==> config.mk <==
export PLATFORM = sky130hd
export DESIGN_NAME = ibex_csr_access_ctrl
export DESIGN_NICKNAME = d
export VERILOG_FILES = /design/src/rtl/ibex_csr_access_ctrl.sv
export SDC_FILE = /design/constraint.sdc
export NUM_CORES = 1
export LEC_CHECK = 0
export CAP_MARGIN = 25
export CORE_AREA = 2 2 164 166
export DETAILED_ROUTE_END_ITERATION = 10
export DIE_AREA = 0 0 166 168
export GPL_TIMING_DRIVEN = 0
export SLEW_MARGIN = 30
export SYNTH_ARGS = -nofsm -noshare
export SYNTH_HDL_FRONTEND = slang
export SYNTH_SLANG_ARGS = --single-unit
export TNS_END_PERCENT = 100
==> constraint.sdc <==
create_clock -name clk_i -period 2.85 [get_ports clk_i]
set_clock_uncertainty 0.2 [all_clocks]
set_input_delay 0.855 -clock clk_i [delete_from_list [all_inputs] [get_ports clk_i]]
set_output_delay 0.855 -clock clk_i [all_outputs]
set_load 0.005 [all_outputs]
==> src/rtl/ibex_csr_access_ctrl.sv <==
// Shares a bank of NumCsr CSR primitives between the core CSR unit (0) and debug (1),
// running each access as grant -> execute -> response. Define CSR_CTRL_RO_EN to honour ReadOnlyMask.
module ibex_csr_access_ctrl #(
  parameter int                NumCsr       = 8,
  parameter int                AddrWidth    = 3,
  parameter logic [NumCsr-1:0] ReadOnlyMask = '0
) (
  input  logic                   clk_i,
  input  logic                   rst_ni,
  input  logic [1:0]             req_i,
  input  logic [3:0]             op_i,
  input  logic [2*AddrWidth-1:0] addr_i,
  input  logic [63:0]            wdata_i,
  output logic [1:0]             gnt_o,
  output logic [1:0]             rvalid_o,
  output logic [31:0]            rdata_o,
  output logic                   err_o,
  output logic [NumCsr-1:0]      csr_wr_en_o,
  output logic [31:0]            csr_wr_data_o,
  input  logic [32*NumCsr-1:0]   csr_rd_data_i,
  input  logic [NumCsr-1:0]      csr_rd_error_i
);

  // Handshake: a requester raises req_i with op/addr/wdata stable and holds them until it
  // sees gnt_o (one cycle, IDLE only); rvalid_o[owner] pulses exactly two cycles after gnt_o.
  typedef enum logic [1:0] {IDLE = 2'd0, EXEC = 2'd1, RESP = 2'd2} state_e;

  localparam logic [1:0] OpRead  = 2'b00;
  localparam logic [1:0] OpWrite = 2'b01;
  localparam logic [1:0] OpSet   = 2'b10;
  localparam logic [1:0] OpClear = 2'b11;

  state_e                 state_q, state_d;
  logic                   owner_q, owner_d;
  logic [1:0]             op_q, op_d;
  logic [AddrWidth-1:0]   addr_q, addr_d;
  logic [31:0]            wdata_q, wdata_d;
  logic                   prio_q, prio_d;
  logic [1:0]             rvalid_q, rvalid_d;
  logic [31:0]            rdata_q, rdata_d;
  logic                   err_q, err_d;

  logic                   winner;
  logic [31:0]            old_val;
  logic [31:0]            new_val;
  logic                   old_err;
  logic                   in_range;
  logic                   ro_hit;
  logic                   do_write;

  // prio_q names the requester that wins a tie; it flips to the loser on every grant.
  assign winner = (req_i == 2'b11) ? prio_q : req_i[1];
  assign gnt_o  = (rst_ni && (state_q == IDLE) && (|req_i)) ? (winner ? 2'b10 : 2'b01) : 2'b00;

  always_comb begin
    old_val  = '0;
    old_err  = 1'b0;
    in_range = 1'b0;
    for (int k = 0; k < NumCsr; k++) begin
      if (addr_q == AddrWidth'(k)) begin
        old_val  = csr_rd_data_i[32*k +: 32];
        old_err  = csr_rd_error_i[k];
        in_range = 1'b1;
      end
    end
  end

`ifdef CSR_CTRL_RO_EN
  always_comb begin
    ro_hit = 1'b0;
    for (int k = 0; k < NumCsr; k++) begin
      if (addr_q == AddrWidth'(k)) begin
        ro_hit = ReadOnlyMask[k] && (op_q != OpRead);
      end
    end
  end
`else
  logic unused_ro_mask;
  assign unused_ro_mask = ^ReadOnlyMask;
  assign ro_hit         = 1'b0;
`endif

  always_comb begin
    unique case (op_q)
      OpWrite: new_val = wdata_q;
      OpSet:   new_val = old_val | wdata_q;
      OpClear: new_val = old_val & ~wdata_q;
      default: new_val = old_val;
    endcase
  end

  assign do_write = (state_q == EXEC) && (op_q != OpRead) && in_range && !ro_hit;

  always_comb begin
    csr_wr_en_o = '0;
    for (int k = 0; k < NumCsr; k++) begin
      csr_wr_en_o[k] = do_write && (addr_q == AddrWidth'(k));
    end
  end

  assign csr_wr_data_o = do_write ? new_val : 32'h0;

  assign rvalid_o = rvalid_q;
  assign rdata_o  = rdata_q;
  assign err_o    = err_q;

  always_comb begin
    state_d  = state_q;
    owner_d  = owner_q;
    op_d     = op_q;
    addr_d   = addr_q;
    wdata_d  = wdata_q;
    prio_d   = prio_q;
    rvalid_d = 2'b00;
    rdata_d  = 32'h0;
    err_d    = 1'b0;
    unique case (state_q)
      IDLE: begin
        if (|req_i) begin
          state_d = EXEC;
          owner_d = winner;
          op_d    = winner ? op_i[3:2] : op_i[1:0];
          addr_d  = winner ? addr_i[2*AddrWidth-1:AddrWidth] : addr_i[AddrWidth-1:0];
          wdata_d = winner ? wdata_i[63:32] : wdata_i[31:0];
          prio_d  = ~winner;
        end
      end
      EXEC: begin
        // Response carries the pre-write value; out-of-range reads return zero.
        state_d  = RESP;
        rvalid_d = owner_q ? 2'b10 : 2'b01;
        rdata_d  = old_val;
        err_d    = !in_range || ro_hit || old_err;
      end
      RESP:    state_d = IDLE;
      default: state_d = IDLE;
    endcase
  end

  always_ff @(posedge clk_i or negedge rst_ni) begin
    if (!rst_ni) begin
      state_q  <= IDLE;
      owner_q  <= 1'b0;
      op_q     <= OpRead;
      addr_q   <= '0;
      wdata_q  <= 32'h0;
      prio_q   <= 1'b0;
      rvalid_q <= 2'b00;
      rdata_q  <= 32'h0;
      err_q    <= 1'b0;
    end else begin
      state_q  <= state_d;
      owner_q  <= owner_d;
      op_q     <= op_d;
      addr_q   <= addr_d;
      wdata_q  <= wdata_d;
      prio_q   <= prio_d;
      rvalid_q <= rvalid_d;
      rdata_q  <= rdata_d;
      err_q    <= err_d;
    end
  end

endmodule

Yosys cells after proc, flatten, opt, wreduce, memory -nomap -nowiden. Index checks and enable logic that the tools add are counted. W data, S select, Z words.

Equality and inequality tests: 13. Mux-type cells: 38. Bitwise logic cells: 4. Reductions and logical operators: 19.

Operators by type and width (number): $mux W32 (11); $pmux W32 S3 (1); $and A32 B32 Y32 (1); $not A32 Y32 (1); $or A32 B32 Y32 (1); $mux W1 (18); $eq A3 B3 Y1 const B (4); $logic_and A1 B1 Y1 (12); $mux W2 (6); $eq A2 B2 Y1 const B (3); $eq A3 B2 Y1 const B (2); $eq A2 B1 Y1 const B (2); $pmux W2 S2 (1); $eq A3 B1 Y1 const B (1); $logic_not A3 Y1 (1); $mux W3 (1); $logic_not A2 Y1 (1); $ne A2 B1 Y1 const B (1); $reduce_and A2 Y1 (1); $reduce_bool A2 Y1 (1); $reduce_or A2 Y1 (1); $logic_not A1 Y1 (1); $logic_or A1 B1 Y1 (1); $not A1 Y1 (1).

Bits in registers: 76. Bits of input ports: 342. Word-level logic and storage cells: 83.

Depth between registers and ports, before layout. Gate-level depths: netlist of run 1.

Word-level depth: 12. Mapped depth: 7. Depth with buffers taken out: 5.

Worst setup path before layout of run 1. Ideal clock, no wire load.

Path kind: input to output. Start: input port csr_rd_data_i[98]. End: output port csr_wr_data_o[2]. Data arrival time: 1747 ps. Required time: 1795 ps. Path slack: 48 ps. Cell stages on the path: 4. Path buffers: 0. Cells stage by stage: mux4_2 > and2_1 > a221oi_2 > a21oi_1.

Cells in the longest elaborated chain, start to end: 8. Elaborated cells between the ends (all ways): 9.

RTL lines: start, declared (RTL line 20) `input logic [32*NumCsr-1:0] csr_rd_data_i,`; $mux W32 * (5 in a row) (RTL line 60) `if (addr_q == AddrWidth'(k)) begin`; $and A32 B32 Y32 / $or A32 B32 Y32 (equally long branches) (RTL line 87, 86); $pmux W32 S3 * (RTL line 84) `unique case (op_q)`; $mux W32 * (RTL line 101) `assign csr_wr_data_o = do_write ? new_val : 32'h0;`; end, declared (RTL line 19) `output logic [31:0] csr_wr_data_o,`.

Mark *: on every way between the ends. The rest lies on a longest branch, timed or not.

Final worst setup path of run 1.
Start: register addr_q[0]. End: output port csr_wr_data_o[26].

Cells in the longest elaborated chain, start to end: 12. Elaborated cells between the ends (all ways): 29.

RTL lines: start, declared (RTL line 36) `logic [AddrWidth-1:0] addr_q, addr_d;`; start signal, assigned (RTL line 155) `addr_q <= addr_d;`; $logic_not A3 Y1 (RTL line 60); $mux W32 (8 in a row) (RTL line 60); $and A32 B32 Y32 / $or A32 B32 Y32 (equally long branches) (RTL line 87, 86); $pmux W32 S3 (RTL line 84); $mux W32 * (RTL line 101).

Marked as above.

==> impl_metrics.py, run 1 <==
metrics = {
    "detailed_routing": {
        "drc": 0,
        "post_drt_via_cell_ratio": 4.751,
        "firstDrtPassIters": 5,
        "drt-initial-drc-count": 307,
        "ant_nets": 0,
        "num_vias": 6409,
        "top_layer": "met4",
        "drt-wirelength-per-cell_um": 23.22,
        "dr_wl_met3_um": 2238,
        "met2WireLength_um": 16020,
        "wl_met1_um": 12570,
        "routed_wl_um": 31330,
    },
    "floorplan": {
        "initial_core_util_pct": 20.71,
        "die_w_um": 166,
        "die_area_um2": 27890,
        "fp-row-count": 60,
        "dieHeight_um": 168,
        "ios": 419,
        "core_area_um2": 26350,
    },
    "yosys": {
        "synth_area_leader_cell": "dfrtp_1",
        "syn_nets": 830,
        "ys.flop_type": "dfrtp_1",
        "synth_edf_count": 0,
        "yosysWarningCount": 0,
        "yosysTopAreaCellShare_pct": 34.85,
        "synthArstFlopShare_pct": 100.0,
        "ys_seq_area_share_pct": 34.85,
        "synth_area_leaders": "dfrtp_1, mux4_2, mux2i_1, a22o_1, a21o_1",
        "syn_avg_cell_area_um2": 11.18,
        "synthTopCellsByCount": "dfrtp_1, mux4_2, nor2_1",
        "synthDistinctLibCells": 45,
        "syn_inst": 488,
        "syn_area_um2": 5456,
        "post-synth-top-count-cell": "dfrtp_1",
        "ys_ff_latch": 76,
    },
    "setup_path": {
        "startpoint": "addr_q[0]",
        "slowest_delay_ns": 0.52,
        "critPathLaunchType": "flip-flop",
        "rrSetupSlack_ns": -0.12,
        "critPathMaxFanout": 9,
        "r2r.worst_path.cells": 18,
        "cp.depth": 7,
        "crit_path_top_delay_cell": "mux4_2",
        "criticalPathCategory": "flip-flop to output port",
        "cp.required_ns": 1.80,
        "path_cells": "buf_12, buf_12, buf_12, mux4_2, mux2i_2, o31ai_1, buf_2",
        "cp_top_family": "multiplexers",
        "worstPathArrival_ns": 2.15,
        "regToRegStartpoint": "addr_q[0]",
        "worst_setup_path_end_kind": "output port",
        "cp_common_cell": "buf_12",
        "path_buf_inv": 4,
    },
    "power": {
        "p_total_w": 0.01135,
        "vdd_ir_drop_max_uv": 423.6,
        "p_leak_nw": 5.333,
        "power_per_cell_area_nw_per_um2": 994.2,
    },
    "clock_network": {
        "tritoncts": "yes",
        "cts.htree.levels": 3,
        "max-clock-path-buffers": 2,
        "cts-root-buf": "clkbuf_16",
        "cts_buffers": 9,
        "cts_sinks": 76,
        "clkLatencyLatePin_ns": 0.34,
        "cts_hold_buf": 0,
        "clk_pin_slew_ns": 0.07,
    },
    "placed_design": {
        "numPortBuffers": 418,
        "pre_cts_slack_ns": -1.242,
        "placement.cell_area_um2": 10100,
        "routabilityCongestion": 0.8209,
        "dp.cells": 1248,
        "dp_hpwl_um": 23870,
    },
    "global_routing": {
        "grt_pass1_wl_um": 44930,
        "antenna_found_initial": 1,
        "grt_max_degree": 51,
        "grt-ovfl-total": 0,
        "grt_pass1_vias": 6941,
        "track_usage_pct": 21.82,
    },
    "sta": {
        "worstMarginPinSlew_ns": 0.7473,
        "maxSlewViolCount": 0,
        "hold_viol": 0,
        "rsz0062_at_grt": "yes",
        "timing.hold.ws_ns": 0.1684,
        "fmax_ghz": 0.3122,
        "slew_headroom_pct": 50.18,
        "worst_slack_ns": -0.3535,
        "fin_crit_sh_pct": 112.4,
        "finalSetupViolCount": 37,
        "layout_min_cycle_time_ns": 3.204,
    },
    "run_status": {
        "run_status": "finished with violations",
        "violations": "negative setup slack",
    },
    "min_path": {
        "holdCritPathClass": "input port to async pin",
    },
    "finish": {
        "syn2layout_area_growth_pct": 109.2,
        "final_area_um2": 11420,
        "finalNonFillerCells": 1349,
        "layout.nets": 1344,
        "layout-drive-gt1-share_pct": 31.78,
    },
    "run": {
        "cap_violations": 0,
    },
}
==> path summary, 6_finish.rpt <==
check,to
setup / recovery,csr_wr_data_o[26]
hold / removal,wdata_q[12]
setup reg to reg,rdata_o[6]
hold reg to reg,rvalid_o[0]
max in group asynchronous,addr_q[2]
min in group clk_i,rvalid_o[0]
==> layout make-up <==
| cell class | instances | area [µm²] |
|---|---|---|
| Fill cell | 2612 | 14930 |
| Timing Repair Buffer | 504 | 4507 |
| Inverter | 6 | 26.28 |
| Sequential cell | 76 | 1903 |
| Multi-Input combinational cell | 360 | 3782 |
| Buffer | 45 | 488.0 |
| Clock buffer | 11 | 242.7 |
| Clock inverter | 5 | 37.54 |
| Antenna cell | 1 | 2.502 |
| Tap cell | 341 | 426.7 |
==> state kept, by name (all words and copies together) (netlist names) <==
register	flops
op_q	2
err_o	1
owner_q	1
wdata_q	32
rdata_o	32
addr_q	3
rvalid_o	2
prio_q	1
state_q	2
==> timing repair <==
item,CTS,global route
cloned,1,0
gates resized for setup,562,52
pin swaps,71,10
endpoints found under the setup margin,42,45
setup buffers,76,8
==> cell usage in the layout, fill, tap and decap left out, types with 5 or more instances in the layout <==
cell type,netlist,final
mux2_4,0,9
buf_2,13,46
a22oi_2,0,5
dlygate4sd2_1,0,227
buf_12,0,12
and3_1,6,5
buf_8,1,6
buf_6,9,31
a22o_1,37,37
clkdlybuf4s15_1,0,7
mux2i_1,35,13
clkinvlp_4,0,6
buf_4,6,61
mux4_2,48,48
clkbuf_16,0,9
a21o_1,39,39
o31ai_2,0,7
nand2b_1,9,7
nand2_1,41,37
o22ai_2,0,8
o31ai_1,24,14
dfrtp_1,76,75
mux2i_4,0,11
clkdlybuf4s50_1,0,137
nor2_1,44,37
clkbuf_1,16,12
nor3_1,7,6
mux2i_2,0,11
==> metrics by stage <==
stage               util, %  setup TNS, ns
finish                43.32         -9.296
detailed placement    38.31         -31.25
global route          43.31         -12.63
CTS                   42.42         -10.50
global placement      38.21        -222.34
floorplan                 -              0
==> kinds of logic (layout without fill, tap and decap cells) <==
group,count (synthesis),in the layout,share of synthesized area [%]
buffers and inverters,52,571,5.732
DFF,76,76,34.85
and+or+nand+nor,122,122,10.07
AOI/OAI and AO/OA,144,144,20.89
muxes,93,93,28.30
other,0,1,0
xor gates and xnor gates,1,1,0.1605
==> power by group <==
group,switching [W],total (W),leakage (nW),internal (W)
registers,0.000370,0.00196,0.974,0.00159
clock network,0.000513,0.00113,0.120,0.000615
logic,0.00369,0.00826,4.24,0.00458
==> metal layers <==
metal	up-vias	global-route usage, %
met4	0	5.595
li1	2927	-
met2	299	38.35
met3	31	5.736
met1	3152	26.57
met5	-	0
(Power assumes the default switching activity.)
==> run 2: changes to the inputs <==
Settings changed: CTS_CLUSTER_SIZE from default to 8.
==> results of run 2 <==
Same layout as run 1: the final DEF is identical, and so are final timing and power.
==> run 3: changes to the inputs <==
Settings changed: MAX_ROUTING_LAYER from default to met4.
==> impl_metrics.py, run 3 (synthesis gave the netlist of run 1 again) <==
metrics = {
    "floorplan": {
        "core_area_um2": 26350,
        "die_area_um2": 27890,
        "ios": 419,
        "initial_core_util_pct": 20.71,
        "fp-row-count": 60,
        "dieHeight_um": 168,
        "die_w_um": 166,
    },
    "finish": {
        "layout_common_cells": "dlygate4sd2_1, clkdlybuf4s50_1, dfrtp_1",
        "layout-drive-gt1-share_pct": 31.78,
        "num-fill-cells": 2612,
        "final_area_um2": 11420,
        "syn2layout_area_growth_pct": 109.2,
        "layout_commonest_cell": "dlygate4sd2_1",
        "final_util_pct": 43.32,
        "layout.nets": 1344,
    },
    "detailed_routing": {
        "post_drt_via_cell_ratio": 4.739,
        "ant_nets": 0,
        "firstDrtPassIters": 6,
        "drt-wirelength-per-cell_um": 23.14,
        "routed_wl_um": 31210,
        "num_vias": 6393,
        "drc": 0,
        "drt-initial-drc-count": 273,
    },
    "setup_path": {
        "criticalPathCategory": "flip-flop to output port",
        "critPathMaxFanout": 9,
        "r2r.worst_path.cells": 18,
        "worst_setup_path_end_kind": "output port",
        "worstPathArrival_ns": 2.15,
        "rrSetupSlack_ns": -0.12,
        "regToRegStartpoint": "addr_q[0]",
        "r2r_end": "rdata_o[6]",
        "critPathLaunchType": "flip-flop",
        "cp.required_ns": 1.80,
    },
    "sta": {
        "fin_crit_sh_pct": 112.5,
        "maxSlewViolCount": 0,
        "timing.hold.ws_ns": 0.1715,
        "hold_viol": 0,
        "slew_headroom_pct": 48.62,
        "fmax_ghz": 0.3119,
        "rsz0062_at_grt": "yes",
        "worst_slack_ns": -0.3558,
        "layout_min_cycle_time_ns": 3.206,
        "finalSetupViolCount": 37,
        "worstMarginPinSlew_ns": 0.7706,
    },
    "run": {
        "cap_violations": 0,
    },
    "power": {
        "p_leak_nw": 5.333,
        "power_per_cell_area_nw_per_um2": 993.5,
        "vdd_ir_drop_max_uv": 422.4,
    },
    "placed_design": {
        "placement.cell_area_um2": 10100,
        "numPortBuffers": 418,
        "routabilityCongestion": 0.8332,
        "dp_hpwl_um": 23870,
    },
    "clock_network": {
        "cts_sinks": 76,
        "clkLatencyLatePin_ns": 0.34,
        "cts-root-buf": "clkbuf_16",
        "cts_buffers": 9,
        "clk_pin_slew_ns": 0.07,
        "tritoncts": "yes",
        "max-clock-path-buffers": 2,
        "cts_hold_buf": 0,
        "cts.htree.levels": 3,
    },
    "global_routing": {
        "antenna_found_initial": 1,
        "track_usage_pct": 22.50,
        "grt_max_degree": 51,
        "grt-ovfl-total": 0,
        "grt_pass1_wl_um": 44880,
        "grt_pass1_vias": 6951,
    },
    "run_status": {
        "run_status": "finished with violations",
        "violations": "negative setup slack",
    },
    "min_path": {
        "holdCritPathClass": "input port to async pin",
    },
}
==> run 3: cell counts in the layout (fill, tap and decap cells not counted) <==
Identical to the previous run, type by type.
==> run 3: worst max-delay path by stage <==
| stage | start | end | slack (ns) | cells after the start |
|---|---|---|---|---|
| 6_report | addr_q[0] | csr_wr_data_o[26] | -0.36 | 7 |
| 5_1_grt | addr_q[0] | csr_wr_data_o[26] | -0.42 | 7 |
| 4_1_cts | addr_q[0] | csr_wr_data_o[31] | -0.37 | 6 |
| 3_5_place_dp | req_i[0] | gnt_o[0] | -1.24 | 7 |
| 3_3_place_gp | rst_ni | gnt_o[1] | -3.34 | 3 |
| 2_1_floorplan | csr_rd_data_i[98] | csr_wr_data_o[2] | 0.05 | 4 |
==> run 3: cell type report <==
class                      instances  area, µm²  share of cell area [%]
timing repair buffer             504       4507                   39.48
multi-input combinational        360       3782                   33.13
sequential                        76       1903                   16.67
buffer                            45      488.0                   4.274
tap                              341      426.7                   3.737
clock buffer                      11      242.7                   2.126
clock inverter                     5      37.54                  0.3288
inverter                           6      26.28                  0.2302
antenna                            1      2.502                 0.02192
==> run 3: what timing repair did <==
item / CTS / global route
setup endpoints to repair: 42 / 45
setup buffers: 76 / 8
cloned: 1 / 0
pin swaps: 71 / 10
resized for setup: 562 / 52
==> run 3: metal layers <==
metal	wire length (µm)	global-route usage, %	part of all wire (%)
met1	12670	27.04	41
met2	15880	38.28	51
met3	2105	5.195	6.7
met4	562	5.595	1.8
met5	0	-	0
==> run 3: critical path, stage by stage (launching register included) <==
cell and delay [ns]:
dfrtp_1 0.38, buf_12 0.17, buf_12 0.16, buf_12 0.11, mux4_2 0.52, mux2i_2 0.20, o31ai_1 0.11, buf_2 0.15
==> run 3: power breakdown <==
| group | leakage [nW] | switching (W) | internal [W] |
|---|---|---|---|
| Sequential | 0.974 | 0.000369 | 0.00159 |
| Combinational | 4.24 | 0.00368 | 0.00458 |
| Clock | 0.120 | 0.000508 | 0.000615 |
==> run 3: stage by stage <==
step / setup slack [ns] / setup TNS (ns) / std cells / power (W)
finish: -0.3558 / -9.328 / 1349 / 0.01134
global route: -0.4247 / -12.62 / 1349 / 0.01202
CTS: -0.3675 / -10.50 / 1340 / 0.01093
detailed placement: -1.242 / -31.25 / 1248 / 0.007906
global placement: -3.336 / -222.34 / 1247 / 0.007861
floorplan: 0.04815 / 0 / 488 / 0.005120
